### config.mk
export PLATFORM = sky130hd
export DESIGN_NAME = pc_redirect_ctrl
export DESIGN_NICKNAME = d
export VERILOG_FILES = /design/src/rtl/pc_redirect_ctrl.sv
export SDC_FILE = /design/constraint.sdc
export NUM_CORES = 1
export LEC_CHECK = 0
export ABC_AREA = 1
export BUFFER_PORTS_ARGS = -buffer_cell sky130_fd_sc_hd__buf_2
export CAP_MARGIN = 20
export CORE_MARGIN = 4
export CORE_UTILIZATION = 54
export DETAILED_ROUTE_END_ITERATION = 10
export PLACE_DENSITY = 0.87
export SLEW_MARGIN = 40
export SYNTH_ARGS = -nofsm -noshare
export SYNTH_HDL_FRONTEND = slang
export SYNTH_SLANG_ARGS = --single-unit
### constraint.sdc
create_clock -name ClockIn -period 6.2 [get_ports ClockIn]
set_input_delay 0.31 -clock ClockIn [delete_from_list [all_inputs] [get_ports ClockIn]]
set_output_delay 0.31 -clock ClockIn [all_outputs]
set_load 0.05 [all_outputs]
### src/rtl/pc_redirect_ctrl.sv
// Fetch PC sequencer: arbitrates PC+4, ID jump and EX branch targets, buffers redirects while fetch is blocked.
// Optional redirect statistics counters are enabled by defining REDIRECT_STATS_EN.
module pc_redirect_ctrl #(
  parameter int ADDR_W      = 32,
  parameter int STALL_LIMIT = 15
) (
  input  logic              ClockIn,
  input  logic              Reset,
  input  logic [ADDR_W-1:0] PC_Current,
  input  logic              IF_Ready,
  input  logic              ID_JumpFlag,
  input  logic [ADDR_W-1:0] ID_JumpAddress,
  input  logic              EX_BranchTaken,
  input  logic [ADDR_W-1:0] EX_BranchAddress,
  input  logic              ID_Stall,
  output logic [ADDR_W-1:0] PC_Next,
  output logic              PC_Write,
  output logic              IFID_Write,
  output logic              IFID_Flush,
  output logic              IDEX_Flush,
  output logic              Redirect_Pending,
  output logic              Stall_Timeout
`ifdef REDIRECT_STATS_EN
  ,
  output logic [15:0]       Jump_Count,
  output logic [15:0]       Branch_Count
`endif
);

  typedef enum logic {RUN = 1'b0, PEND = 1'b1} state_t;

  localparam logic [7:0] LIMIT = 8'(STALL_LIMIT);

  state_t            state_q, state_d;
  logic [ADDR_W-1:0] pend_tgt_q;
  logic [7:0]        blk_cnt_q;
  logic              latch_en;
  logic [ADDR_W-1:0] latch_tgt;
  logic [ADDR_W-1:0] seq_pc;
  logic [ADDR_W-1:0] br_tgt;
  logic [ADDR_W-1:0] jmp_tgt;

  function automatic logic [ADDR_W-1:0] align_word(input logic [ADDR_W-1:0] a);
    return a & ~ADDR_W'(3);
  endfunction

  function automatic logic [7:0] sat_inc(input logic [7:0] c);
    return (c == 8'hFF) ? c : c + 8'd1;
  endfunction

  assign seq_pc  = align_word(PC_Current + ADDR_W'(4));
  assign br_tgt  = align_word(EX_BranchAddress);
  assign jmp_tgt = align_word(ID_JumpAddress);

  // State register
  always_ff @(posedge ClockIn) begin
    if (Reset) state_q <= RUN;
    else       state_q <= state_d;
  end

  // Next-state logic
  always_comb begin
    state_d = state_q;
    case (state_q)
      RUN:     if ((EX_BranchTaken || ID_JumpFlag) && !IF_Ready) state_d = PEND;
      PEND:    if (IF_Ready) state_d = RUN;
      default: state_d = RUN;
    endcase
  end

  // Pending target capture; a newer branch in PEND overwrites an older buffered jump target.
  always_comb begin
    latch_en  = 1'b0;
    latch_tgt = br_tgt;
    if (!IF_Ready) begin
      if (EX_BranchTaken) begin
        latch_en  = 1'b1;
        latch_tgt = br_tgt;
      end else if (ID_JumpFlag && state_q == RUN) begin
        latch_en  = 1'b1;
        latch_tgt = jmp_tgt;
      end
    end
  end

  always_ff @(posedge ClockIn) begin
    if (latch_en) pend_tgt_q <= latch_tgt;
  end

  // Output logic
  always_comb begin
    PC_Next    = seq_pc;
    PC_Write   = 1'b0;
    IFID_Write = 1'b0;
    IFID_Flush = 1'b0;
    IDEX_Flush = 1'b0;
    if (Reset) begin
      PC_Next    = '0;
      IFID_Flush = 1'b1;
      IDEX_Flush = 1'b1;
    end else begin
      case (state_q)
        RUN: begin
          if (EX_BranchTaken) begin
            PC_Next    = br_tgt;
            PC_Write   = IF_Ready;
            IFID_Write = IF_Ready;
            IFID_Flush = 1'b1;
            IDEX_Flush = 1'b1;
          end else if (ID_JumpFlag) begin
            PC_Next    = jmp_tgt;
            PC_Write   = IF_Ready;
            IFID_Write = IF_Ready;
            IFID_Flush = 1'b1;
          end else if (ID_Stall) begin
            PC_Next    = align_word(PC_Current);
            IDEX_Flush = 1'b1;
          end else begin
            PC_Write   = IF_Ready;
            IFID_Write = IF_Ready;
          end
        end
        PEND: begin
          PC_Next    = EX_BranchTaken ? br_tgt : pend_tgt_q;
          PC_Write   = IF_Ready;
          IFID_Write = IF_Ready;
          IFID_Flush = 1'b1;
          IDEX_Flush = EX_BranchTaken;
        end
        default: ;
      endcase
    end
  end

  assign Redirect_Pending = (state_q == PEND);
  assign Stall_Timeout    = (blk_cnt_q >= LIMIT);

  // Blocked-cycle counter
  always_ff @(posedge ClockIn) begin
    if (Reset)         blk_cnt_q <= 8'd0;
    else if (PC_Write) blk_cnt_q <= 8'd0;
    else               blk_cnt_q <= sat_inc(blk_cnt_q);
  end

`ifdef REDIRECT_STATS_EN
  logic pend_is_br_q;
  logic apply_redirect;
  logic apply_br;

  always_ff @(posedge ClockIn) begin
    if (latch_en) pend_is_br_q <= EX_BranchTaken;
  end

  assign apply_redirect = PC_Write && (state_q == PEND || EX_BranchTaken || ID_JumpFlag);
  assign apply_br       = PC_Write && (EX_BranchTaken || (state_q == PEND && pend_is_br_q));

  // Redirect statistics
  always_ff @(posedge ClockIn) begin
    if (Reset) begin
      Jump_Count   <= 16'd0;
      Branch_Count <= 16'd0;
    end else begin
      if (apply_br)                      Branch_Count <= Branch_Count + 16'd1;
      else if (apply_redirect)           Jump_Count   <= Jump_Count + 16'd1;
    end
  end
`endif

endmodule

==> flow_summary.ini, run 1 <==
[status]
status = finished, final reports clean

[yosys]
avgSynthCellArea_sq_um = 6.71
netlist_area_sq_mm = 0.00360
yosys-top-cells-count = nand2_1, inv_1, o21ai_0, nor2_1, a21oi_1
synth_most_common_cell = nand2_1
yosys_register_bits = 39
synth_edf_count = 30
synth_top_area_frac = 0.250
synthArstFlopShare = 0
syn_inst = 537
synth_area_leader_cell = edfxtp_1
yosysSeqAreaShare = 0.300
ys_warn_count = 0
yosysUniqueCellTypes = 42
synthFlopType = edfxtp_1
synth_area_leaders = edfxtp_1, nand2_1, o21ai_0

[routing]
drt.antenna.violating_nets = 0
finalWirelength_mm = 11.6
firstDrtPassIters = 5
vias = 4199
via_per_inst = 5.76
drt-wirelength-per-cell_um = 16.0
drc = 0
first_iter_violations = 326

[setup_path]
r2r_end = pend_tgt_q[2]
cp-endpoint = PC_Next[23]
path_class = input pin to primary output
r2r_start = Redirect_Pending
crit_fanout = 29
startpoint_type = input pin
r2r_slack_ns = 3.80
worstPathArrival_ns = 2.14
critPathCaptureType = primary output
cp-startpoint = ID_JumpFlag
required_ns = 5.89
r2r_cells = 3

[clock_tree]
path_clk_slew_ns = 0.08
tritoncts = done
cts.repair.resized = 0
cts_sinks = 39
cts_root_buf = clkbuf_8
cts_made_buffers = 5
clock_latency_ns = 0.30
cts-hold-fix-buffers = 0
cts_max_level = 2
postCtsSetupBuffers = 0
clk_path_buf_depth = 2

[grt]
grt_overflow = 0
grt_pass1_vias = 3908
grt_use_total = 0.289
antenna_found_initial = 0
grt_max_degree = 60
grt_pass1_wl_mm = 17.9

[floorplan]
core_area_sq_mm = 0.00642
boundaryPins = 140
die_y_um = 89.7
initial_core_util = 0.561
num_rows = 29
die_area_sq_mm = 0.00804
die_x_um = 89.7

[sta]
fin_crit_ns = 2.45
relSlewSlack = 0.499
slew_viol_final = 0
fmax_mhz = 409
period_share = 0.394
tns_ns = 0
worst_pin_slew_ns = 0.750
final-setup-viol-count = 0
rsz0062_at_grt = no
fin_skew_ns = 0.00806
hold_viol = 0

[cells_and_area]
multiInputGateArea_sq_mm = 0.00210
nets = 755
syn2layout_area_growth_pct = 21.5
ff_latch_area_sq_mm = 0.00108
drive_above_1_share = 0.278
n_fill_cell = 571
utilization = 0.682
n_antenna_cell = 0

[job]
drv_cap = 0

[place]
dp_hpwl_mm = 8.80
gp_congestion = 0.999
port-buffer-count = 131

[pwr]
power_density_mw_per_mm2 = 168
ir_drop_v = 0.000119
power.leakage_nw = 2.14
power_w = 0.000735

[worst_hold_path]
hp-class = input pin to flop
metal layers:
layer,GRT usage,vias to the layer above,part of all wire
met5,0,-,0
met4,0.130,0,0.031
met3,0.0520,31,0.098
met2,0.498,258,0.49
met1,0.349,1881,0.38
li1,-,2029,-
registers in the layout (all words and copies together), names as in the netlist:
register and cells:
Redirect_Pending 1, blk_cnt_q 8, pend_tgt_q 30
cell type report:
cell class              count  share of cell area
inverters                  89              0.0771
multi-input cells         382               0.479
repair buffers            134               0.156
clock buffers               6              0.0166
well taps                  77              0.0220
flip-flops and latches     39               0.247
clock inverters             2             0.00286
per-stage QoR:
step | worst slack [ns] | hold slack (ns) | cells | area [sq um]
finish | 3.75 | 0.245 | 729 | 4380
detailed placement | 3.74 | 0.494 | 721 | 4290
CTS | 3.78 | 0.241 | 729 | 4380
global placement | 2.94 | 0.478 | 720 | 4270
global route | 3.61 | 0.248 | 729 | 4380
floorplan | 2.67 | 0.387 | 538 | 3610
cell families after synthesis:
kind of cell / share of synthesized area
AND/OR/NAND/NOR: 0.294
AO/OA/AOI/OAI: 0.231
multiplexers: 0.00312
XOR/XNOR: 0.0365
buffers and inverters: 0.128
flip-flops: 0.300
other: 0.00104
adder cells (fa/ha/maj): 0.00694
power breakdown:
group	internal [W]	switching [W]
Sequential	0.000299	0.00000516
Combinational	0.0000733	0.000180
Clock	0.0000788	0.0000983
Total	0.000451	0.000284
layout by cell type (no fill, tap or decap), drive strengths merged, types with 2 or more instances in the layout:
cell type,instances
nand2,108
conb,2
clkbuf,6
nand3,30
nor2,62
clkinv,2
xnor2,5
o221ai,28
a21oi,33
ha,2
o21bai,2
a31oi,4
inv,88
or2,2
buf,134
o21ai,69
nor3,11
dfxtp,9
xor2,10
edfxtp,30
nand4,8
critical path: stages:
cell and delay, ns:
buf_2 0.18, inv_1 0.56, buf_4 0.42, nand3_1 0.20, a21oi_1 0.16, buf_2 0.28
worst min path at each step:
stage / startpoint / end / slack (ns) / cells after the start
finish: Reset / Redirect_Pending / 0.25 / 2
detailed placement: blk_cnt_q[4] / blk_cnt_q[4] / 0.49 / 2
global placement: blk_cnt_q[2] / blk_cnt_q[2] / 0.48 / 1
CTS: Reset / Redirect_Pending / 0.24 / 2
floorplan: Reset / Redirect_Pending / 0.39 / 1
global route: Reset / Redirect_Pending / 0.25 / 2
(Power assumes the default switching activity.)
==> run 2, diff against run 1 <==
Settings changed: ABC_AREA 1 to 0, CORE_UTILIZATION 54 to 49, PLACE_DENSITY 0.87 to 0.82.
Clock period 6.2 ns to 2.25 ns, I/O delays scaled along.
==> run 2 against run 1 <==
Against the previous run:
- worst setup slack got worse by 3.6 ns
- clock power rose to 3.3 times the previous value
- critical path depth increased by 2
- non-clock buffer count increased by 11
- die area down 1.1%
- critical endpoint is now PC_Next[28]
- largest power group unchanged
==> flow_summary.ini, run 2 <==
[pwr]
pwr-share-comb = 0.345
swShare = 0.357
power_density_mw_per_mm2 = 492
ir_drop_v = 0.000317
switchingPower_w = 0.000776
seq_power_share = 0.383
internal-power_w = 0.00140
power.leakage_nw = 1.77
clkPwrFrac = 0.272

[setup_path]
cp_slowest_stage_delay_ns = 0.37
crit_buf_inv = 2
cpMostUsedCell = buf_2
crit_fanout = 6
r2r_slack_ns = 0.37
required_ns = 2.14
startpoint_type = input pin
cp_cell_sequence = buf_2 > ha_1 > nand3b_4 > nor3_4 > nand4_1 > xor2_1 > a2111oi_2 > buf_2
path_depth = 8
worstPathArrival_ns = 1.96
r2r_cells = 5
path_class = input pin to primary output
critPathCaptureType = primary output
crit_family = simple AND/OR/NAND/NOR gates
slowest_stage = a2111oi_2

[floorplan]
initial_core_util = 0.506
die_x_um = 89.2
die_y_um = 89.2
die_area_sq_mm = 0.00796
num_rows = 29
boundaryPins = 140
core_area_sq_mm = 0.00639

[place]
dp_hpwl_mm = 7.37
place_area_sq_mm = 0.00430
place_ws_ns = 0.161
port-buffer-count = 131
gp_congestion = 0.881

[sta]
period_share = 0.922
hold_viol = 0
final-setup-viol-count = 0
slew_viol_final = 0
fin_skew_ns = 0.00339
fin_crit_ns = 2.07
tns_ns = 0
rsz0062_at_grt = no
fmax_mhz = 482
timing.final.ws_setup_ns = 0.176

[yosys]
synth_most_common_cell = nor2_1
synthArstFlopShare = 0
yosysUniqueCellTypes = 41
yosysSeqAreaShare = 0.334
yosys_register_bits = 39
syn_inst = 346
yosys-top-cells-count = nor2_1, edfxtp_1, mux2_2, nand2_1, o22ai_1
synthFlopType = edfxtp_1
synth_edf_count = 30
ys_warn_count = 0
synth_area_leaders = edfxtp_1, mux2_2, a2111oi_2
synth_top_area_frac = 0.279
avgSynthCellArea_sq_um = 9.34
netlist_area_sq_mm = 0.00323
synth_area_leader_cell = edfxtp_1

[routing]
drt.antenna.violating_nets = 0
drc = 0
via_per_inst = 5.85
first_iter_violations = 136
vias = 3229
drt-wirelength-per-cell_um = 17.8
firstDrtPassIters = 4
finalWirelength_mm = 9.82

[cells_and_area]
regMostFlops = pend_tgt_q
nets = 578
n_antenna_cell = 0
drive_above_1_share = 0.465
ff_latch_area_sq_mm = 0.00108
finalInstanceArea_sq_mm = 0.00442
syn2layout_area_growth_pct = 36.8
layout_commonest_cell = buf_2
n_fill_cell = 508
multiInputGateArea_sq_mm = 0.00229
largest_reg_flops = 30
final_cell_mix = buf_2, nor2_1, edfxtp_1, mux2_2
utilization = 0.692

[grt]
grt_pass1_vias = 3200
grt_use_total = 0.240
grt_pass1_wl_mm = 14.9
antenna_found_initial = 0
grt_overflow = 0
grt_max_degree = 36

[worst_hold_path]
hp-class = input pin to flop
hold_depth = 3

[clock_tree]
cts_sinks = 39
clock_latency_ns = 0.29
cts_max_level = 2
path_clk_slew_ns = 0.08
tritoncts = done
cts_made_buffers = 5
cts_root_buf = clkbuf_8
clk_path_buf_depth = 2
postCtsSetupBuffers = 0

[status]
status = finished, final reports clean

[job]
drv_cap = 0
==> run 2: final timing paths <==
check | startpoint | endpoint
max reg2reg | Redirect_Pending | pend_tgt_q[16]
min reg2reg | blk_cnt_q[2] | blk_cnt_q[2]
min | ID_JumpAddress[6] | pend_tgt_q[6]
max | PC_Current[2] | PC_Next[28]
==> run 2: power groups by stage <==
stage	Sequential, W	Combinational (W)	Clock [W]
6_report	0.000834	0.000750	0.000592
5_1_grt	0.000838	0.000796	0.000633
4_1_cts	0.000834	0.000750	0.000599
3_5_place_dp	0.000850	0.000747	0
3_3_place_gp	0.000849	0.000733	0
2_1_floorplan	0.000852	0.000502	0
==> run 2: metrics by stage <==
stage / total power [W] / instances / hold slack (ns)
floorplan: 0.00135 / 347 / 0.184
global placement: 0.00158 / 544 / 0.399
detailed placement: 0.00160 / 544 / 0.405
CTS: 0.00218 / 552 / 0.0955
global route: 0.00227 / 552 / 0.114
finish: 0.00218 / 552 / 0.102
==> run 2: cell type report <==
type                       instances  share of cell area
tap                               77              0.0218
clock inverter                     1             0.00113
multi-input combinational        270               0.518
inverter                          13              0.0110
sequential                        39               0.245
timing repair buffer             145               0.179
clock buffer                       7              0.0243
==> run 2: repair_timing <==
item / in CTS / in global routing
setup endpoints to repair: 0 / 1
gates resized for setup: 0 / 1
hold buffers: 0 / 0
==> run 2: logic make-up (layout without fill, tap and decap cells) <==
logic type | Yosys count | count (layout) | synth area share
flops | 39 | 39 | 0.334
buf+inv | 38 | 166 | 0.0499
simple gates | 128 | 128 | 0.224
fa+ha+maj | 2 | 2 | 0.00774
compound gates | 78 | 78 | 0.199
xor+xnor | 31 | 31 | 0.0840
mux | 29 | 29 | 0.0995
other cells | 1 | 2 | 0.00116
==> run 2: worst min-delay path, delay by kind of cell <==
family	cells	cell delay, ns
and+or+nand+nor	1	0.04
buffers and inverters	1	0.08
AOI/OAI and AO/OA	1	0.05
==> run 2: layer usage <==
layer	GRT usage	part of all wire	vias up
li1	-	-	1563
met1	0.298	0.41	1547
met2	0.419	0.50	109
met3	0.0461	0.070	10
met4	0.0717	0.014	0
met5	0	0	-
==> run 3, diff against run 2 <==
Settings changed: CORE_ASPECT_RATIO set to 0.9.
==> run 3 against run 2 <==
Against the previous run:
- worst setup slack lost 0.061 ns
- clock skew grew 0.0077 ns
- count of clock-buffer cells in the layout shrank 1
- sequential share of layout area grew 0.11 points
- critical path depth is the same
- via count grew 1.2%
- core utilization grew 1.2 points
- die area is essentially flat
==> flow_summary.ini, run 3 (synthesis gave the netlist of run 2 again) <==
[clock_tree]
postCtsSetupBuffers = 0
path_clk_slew_ns = 0.08
clock_latency_ns = 0.30
tritoncts = done
cts_sinks = 39
cts_made_buffers = 5
cts.repair.resized = 0
cts_max_level = 2
cts-hold-fix-buffers = 0
cts_root_buf = clkbuf_8
clk_path_buf_depth = 2

[routing]
drt-wirelength-per-cell_um = 17.6
firstDrtPassIters = 4
drc = 0
finalWirelength_mm = 9.90
drt.antenna.violating_nets = 0
first_iter_violations = 146
via_per_inst = 5.81
vias = 3267

[setup_path]
critPathCaptureType = primary output
path_class = input pin to primary output
worstPathArrival_ns = 2.02
required_ns = 2.14
cp-startpoint = PC_Current[2]
r2r_start = Redirect_Pending
startpoint_type = input pin
crit_fanout = 6

[floorplan]
die_area_sq_mm = 0.00796
die_y_um = 85.0
boundaryPins = 140
num_rows = 27
core_area_sq_mm = 0.00625
die_x_um = 93.6
initial_core_util = 0.517

[grt]
globalRouteMet2Util = 0.433
grt_overflow = 0
grt_pass1_vias = 3340
use_met3 = 0.0505
antenna_found_initial = 0
grt_max_degree = 36
grtUsageMet1 = 0.306
busiest_layer = met2
grt_pass1_wl_mm = 15.9
grt_use_total = 0.246

[pwr]
power.leakage_nw = 1.76
power_density_mw_per_mm2 = 472
ir_drop_v = 0.000358
power_w = 0.00208

[sta]
slew_viol_final = 0
fin_crit_ns = 2.13
period_share = 0.949
rsz0062_at_grt = no
final-setup-viol-count = 0
fin_skew_ns = 0.0110
tns_ns = 0
hold_viol = 0
fmax_mhz = 468

[place]
place_area_sq_mm = 0.00432
gp_congestion = 0.881
dp.cells = 554
dp_hpwl_mm = 7.52
port-buffer-count = 131

[cells_and_area]
final_cells = 562
final_cell_mix = buf_2, nor2_1, edfxtp_1, mux2_2
largest_reg_flops = 30
n_antenna_cell = 0
finalInstanceArea_sq_mm = 0.00440
syn2layout_area_growth_pct = 36.2
drive_above_1_share = 0.463
regMostFlops = pend_tgt_q
layout_commonest_cell = buf_2
nets = 578
utilization = 0.704

[worst_hold_path]
hp-class = input pin to flop
hp-start = IF_Ready

[status]
status = finished, final reports clean

[job]
drv_cap = 0
==> run 3: cell count changes in the layout (fill, tap and decap cells not counted), sizes merged <==
cell	before	now
clkbuf	7	6
inv	13	14
==> run 3: final timing paths <==
check / endpoint / slack (ns) / depth (start not counted)
setup / recovery: PC_Next[30] / 0.12 / 8
hold / removal: Redirect_Pending / 0.1 / 2
setup reg to reg: pend_tgt_q[17] / 0.47 / 5
hold reg to reg: blk_cnt_q[4] / 0.54 / 2
==> run 3: per-stage QoR <==
step / setup WS [ns] / hold slack (ns)
floorplan: -0.138 / 0.184
global placement: 0.188 / 0.399
detailed placement: 0.168 / 0.410
CTS: 0.132 / 0.0934
global route: 0.0174 / 0.113
finish: 0.115 / 0.0967
==> run 3: final cells by class <==
cell class	instances	area (sq um)
flip-flops and latches	39	1080
clock buffers	6	72.6
repair buffers	145	786
fillers	498	1850
well taps	87	109
inverters	13	48.8
multi-input cells	270	2290
clock inverters	2	11.3
==> run 3: metal layers <==
layer / wire length [um] / share of wire
met1: 4050 / 0.41
met2: 4970 / 0.50
met3: 774 / 0.078
met4: 103 / 0.010
met5: 0 / 0
==> run 3: power breakdown <==
group | total (W) | switching, W | internal [W]
Combinational | 0.000753 | 0.000491 | 0.000262
Clock | 0.000490 | 0.000272 | 0.000218
Sequential | 0.000833 | 0.0000110 | 0.000822
==> run 3: critical path, cell delays in order <==
cell       delay [ns]
buf_2            0.13
ha_1             0.23
nand3b_4         0.13
nor3_4           0.34
nand4_1          0.18
xor2_1           0.18
a2111oi_2        0.39
buf_2            0.33
